===== src/rtl/crc8_engine.sv =====
// CRC-8 engine: accepts one byte at a time and shifts it MSB-first through
// the CRC register, one bit per clock. At the end of a frame it publishes the
// CRC on crc_out with a single-cycle crc_valid pulse, then reloads INIT.
module crc8_engine #(
    parameter logic [7:0] POLY = 8'h07,
    parameter logic [7:0] INIT = 8'h00
) (
    input  logic       clk,
    input  logic       rst,
    input  logic [7:0] din,
    input  logic       din_valid,
    input  logic       din_last,
    output logic       din_ready,
    output logic [7:0] crc_out,
    output logic       crc_valid,
    output logic       busy
);

    typedef enum logic [1:0] {
        IDLE  = 2'd0,
        SHIFT = 2'd1,
        DONE  = 2'd2
    } state_t;

    state_t     state;
    state_t     state_next;
    logic [7:0] crc;
    logic [7:0] crc_next;
    logic [7:0] data;
    logic       last;
    logic [2:0] bit_cnt;
    logic       accept;
    logic       byte_done;

    // One MSB-first CRC step; the x^8 term of the polynomial is implied.
    function automatic logic [7:0] crc_step(input logic [7:0] c, input logic b);
        logic fb;
        fb = c[7] ^ b;
        return {c[6:0], 1'b0} ^ (fb ? POLY : 8'h00);
    endfunction

    assign accept    = din_valid && din_ready;
    assign byte_done = (state == SHIFT) && (bit_cnt == 3'd7);
    assign crc_next  = crc_step(crc, data[7]);

    // State register; reset wins over any simultaneous accept.
    always_ff @(posedge clk) begin
        if (rst) begin
            state <= IDLE;
        end else begin
            state <= state_next;
        end
    end

    // Next-state logic: a byte takes 8 SHIFT cycles, DONE lasts one cycle.
    always_comb begin
        state_next = state;
        case (state)
            IDLE: begin
                if (accept) begin
                    state_next = SHIFT;
                end
            end
            SHIFT: begin
                if (byte_done) begin
                    state_next = last ? DONE : IDLE;
                end
            end
            DONE: begin
                state_next = IDLE;
            end
            default: begin
                state_next = IDLE;
            end
        endcase
    end

    // Status outputs; ready is masked by reset so nothing is offered during it.
    always_comb begin
        busy      = (state != IDLE);
        din_ready = (state == IDLE) && !rst;
    end

    // Byte capture register: only loaded on an accepted byte, shifted in SHIFT.
    always_ff @(posedge clk) begin
        if (state == IDLE && accept) begin
            data <= din;
            last <= din_last;
        end else if (state == SHIFT) begin
            data <= {data[6:0], 1'b0};
        end
    end

    // CRC register, bit counter and published result.
    always_ff @(posedge clk) begin
        if (rst) begin
            crc       <= INIT;
            bit_cnt   <= 3'd0;
            crc_out   <= 8'h00;
            crc_valid <= 1'b0;
        end else begin
            crc_valid <= 1'b0;
            case (state)
                IDLE: begin
                    if (accept) begin
                        bit_cnt <= 3'd0;
                    end
                end
                SHIFT: begin
                    crc     <= crc_next;
                    bit_cnt <= bit_cnt + 3'd1;
                    if (byte_done && last) begin
                        crc_out   <= crc_next;
                        crc_valid <= 1'b1;
                    end
                end
                DONE: begin
                    crc <= INIT;
                end
                default: begin
                    crc <= INIT;
                end
            endcase
        end
    end

endmodule


===== config.mk =====
export PLATFORM = sky130hd
export DESIGN_NAME = crc8_engine
export DESIGN_NICKNAME = d
export VERILOG_FILES = /design/src/rtl/crc8_engine.sv
export SDC_FILE = /design/constraint.sdc
export NUM_CORES = 1
export LEC_CHECK = 0
export BUFFER_PORTS_ARGS = -buffer_cell sky130_fd_sc_hd__buf_2
export CAP_MARGIN = 20
export CORE_MARGIN = 10
export CORE_UTILIZATION = 30
export CTS_BUF_LIST = sky130_fd_sc_hd__clkbuf_8
export CTS_CLUSTER_DIAMETER = 100
export DETAILED_ROUTE_END_ITERATION = 7
export PLACE_DENSITY = 0.46
export SLEW_MARGIN = 20
export SYNTH_ARGS = -nofsm -noshare
export SYNTH_HDL_FRONTEND = slang
export SYNTH_SLANG_ARGS = --single-unit

===== constraint.sdc =====
create_clock -name clk -period 3.7 [get_ports clk]
set_clock_uncertainty 0.15 [all_clocks]
set_input_delay 0.185 -clock clk [delete_from_list [all_inputs] [get_ports clk]]
set_output_delay 0.185 -clock clk [all_outputs]
set_load 0.03 [all_outputs]

==> impl_metrics.toml <==
[timing]
fin_crit_sh_pct = 56.39
relSlewSlack_pct = 62.83
rsz0062_at_grt = "false"
max_freq_mhz = 479.3
max_slew.worst_pin.slew_ns = 0.5564
period_minus_slack_ns = 2.087
maxSlewViolCount = 0
setup_violations = 0
final_hold_viol_count = 0
timing.setup.tns_ns = 0

[yosys]
syn_nets = 114
async_flop_share_pct = 0
synth_largest_area_cell = "dfxtp_1"
yosysTopAreaCellShare_pct = 36.03
synth.most_common_cell = "dfxtp_1"
ys.flop_type = "dfxtp_1"
avgSynthCellArea_um2 = 12.22
synth_area_um2 = 1222
netlist-cell-type-count = 27
yosysWarnings = 0
synthTopCellsByCount = "dfxtp_1, nand2_1, edfxtp_1, a22o_1"
synth_edf_count = 9
syn_inst = 100
ys_seq_elements = 31
ys_seq_area_share_pct = 58.14
ys_top_cells_by_area = "dfxtp_1, edfxtp_1, mux2_4"

[grt]
grt_pass1_vias = 861
grt_overflow = 0
grt_pass1_wl_um = 4271
antenna_found_initial = 0
grt_max_degree = 17
grt_usage_pct = 7.555

[cells_and_area]
nFillCells = 407
drive_gt1_share_pct = 31.75
areaGrowthSynthToFinish_pct = 20.16
antenna_cells = 0
final_area_um2 = 1469
nets = 139

[route]
drt-initial-drc-count = 39
wire_per_inst_um = 14.24
dr.pass1.iters = 4
ant_nets = 0
vias = 806
postRouteWirelength_um = 2507
via_per_inst = 4.580
route.detailed.drc = 0

[clock_tree]
clock_path_buffers = 2
htree_levels = 2
clk_latency_ns = 0.28
cts_made_buffers = 5
cts_tree = "built"
root_buffer = "clkbuf_8"
ctsResizeCount = 0
cts.clk_slew.worst_paths_ns = 0.07
cts_num_sinks = 31

[floorplanning]
row_count = 23
start_util_pct = 30.78
num_io_pins = 23
die_h_um = 83.84
core_area_um2 = 3971
die_x_um = 83.84
die-area_um2 = 7028

[pwr]
irDropWorstVdd_uv = 154.1
p_int_uw = 541.4
switchingPower_uw = 155.6
combPwrFrac_pct = 8.1
switching_share_pct = 22.32
power-per-cell-area_nw_per_um2 = 474.5
clkPwrFrac_pct = 38.3
p_seq_share_pct = 53.7
p_leak_nw = 0.6485

[worst_hold_path]
min_path_cells = 2
min_to = "data[5]$_DFFE_PP_"
min_from = "din[5]"
hp-class = "in -> reg"

[worst_setup_path]
cp.arrival_ns = 1.88
r2r_end = "data[1]$_DFFE_PP_"
cp.required_ns = 3.49
rr_startpoint = "state[0]$_SDFFE_PP0P_"
reg2reg_depth = 4
critical_path_class = "reg -> reg"
crit_fanout = 11
r2r_slack_ns = 1.61
worstSetupStartpointType = "flop"
critPathCaptureType = "flop"

[outcome]
status = "finished, final reports clean"

[placed_design]
io_buffer_count = 22
dp_hpwl_um = 1825
gp_congestion = 0.6862
placed_cell_area_um2 = 1368

[run]
maxCapViolations = 0
-- cell type report --
class / instances / area [µm²] / share of cell area [%]
inverter: 1 / 3.754 / 0.2555
multi-input combinational: 62 / 473.0 / 32.20
clock inverter: 2 / 8.758 / 0.5963
clock buffer: 6 / 82.58 / 5.622
tap: 50 / 62.56 / 4.259
timing repair buffer: 24 / 127.6 / 8.688
sequential: 31 / 710.7 / 48.38
-- flip-flops by register name, indices dropped and copies added, names as in the netlist --
name,count
crc,8
last,1
state,2
crc_out,8
crc_valid,1
bit_cnt,3
data,8
-- layer usage --
layer	part of all wire, %	routed length [µm]	track usage, %
met5	0	0	0
met4	0.76	19	2.740
met1	49	1218	8.866
met2	45	1127	11.29
met3	5.7	142	4.102
-- cells by family (layout without fill, tap and decap cells) --
| kind of cell | Yosys count | after routing | share of synthesized area (%) |
|---|---|---|---|
| AO/OA/AOI/OAI | 18 | 18 | 10.85 |
| XOR/XNOR | 3 | 3 | 2.150 |
| adder cells (fa/ha/maj) | 2 | 2 | 2.047 |
| buffers and inverters | 7 | 33 | 3.172 |
| flip-flops | 31 | 31 | 58.14 |
| multiplexers | 9 | 9 | 10.24 |
| AND/OR/NAND/NOR | 30 | 30 | 13.41 |
-- repair_timing --
item / in CTS / in global routing
hold buffers: 1 / 0
endpoints found under the hold margin: 1 / 0
setup buffers: 0 / 0
-- how the worst max path moves through the flow --
stage | depth (start not counted) | endpoint | from
global placement | 4 | data[7]$_DFFE_PP_ | state[0]$_SDFFE_PP0P_
floorplan | 5 | data[0]$_SDFFCE_PN0P_ | state[0]$_SDFFE_PP0P_
finish | 4 | data[1]$_DFFE_PP_ | state[0]$_SDFFE_PP0P_
global route | 4 | data[1]$_DFFE_PP_ | state[0]$_SDFFE_PP0P_
detailed placement | 4 | data[5]$_DFFE_PP_ | state[0]$_SDFFE_PP0P_
CTS | 4 | data[2]$_DFFE_PP_ | state[0]$_SDFFE_PP0P_
-- layout by cell type (no fill, tap or decap), types with 3 or more instances in the layout --
| cell | count |
|---|---|
| nand2_1 | 10 |
| xor2_1 | 3 |
| nor2_1 | 7 |
| dfxtp_1 | 22 |
| a21oi_1 | 5 |
| clkbuf_8 | 6 |
| buf_2 | 22 |
| edfxtp_1 | 9 |
| a22o_1 | 8 |
| mux2_4 | 7 |
-- power by group through the flow --
stage,logic [mW],registers (mW),clock network (mW)
2_1_floorplan,0.0425,0.378,0
3_3_place_gp,0.0542,0.381,0
3_5_place_dp,0.0558,0.382,0
4_1_cts,0.0571,0.374,0.275
5_1_grt,0.0618,0.376,0.289
6_report,0.0561,0.374,0.267
-- critical path: stages, from the launching register on --
cell,delay [ns]
dfxtp_1,0.38
nor3_2,0.19
buf_4,0.19
and2_1,0.46
or2_1,0.39
-- metrics by stage --
step / util (%) / power [mW] / setup slack [ns] / cells / hold slack [ns]
floorplan: - / 0.4205 / 2.080 / 100 / 0.1143
global placement: 34.44 / 0.4354 / 1.648 / 167 / 0.2204
detailed placement: 34.44 / 0.4375 / 1.565 / 167 / 0.2190
CTS: 36.99 / 0.7063 / 1.556 / 176 / 0.04598
global route: 36.99 / 0.7266 / 1.444 / 176 / 0.03976
finish: 36.99 / 0.6970 / 1.614 / 176 / 0.05183
(Power assumes the default switching activity.)
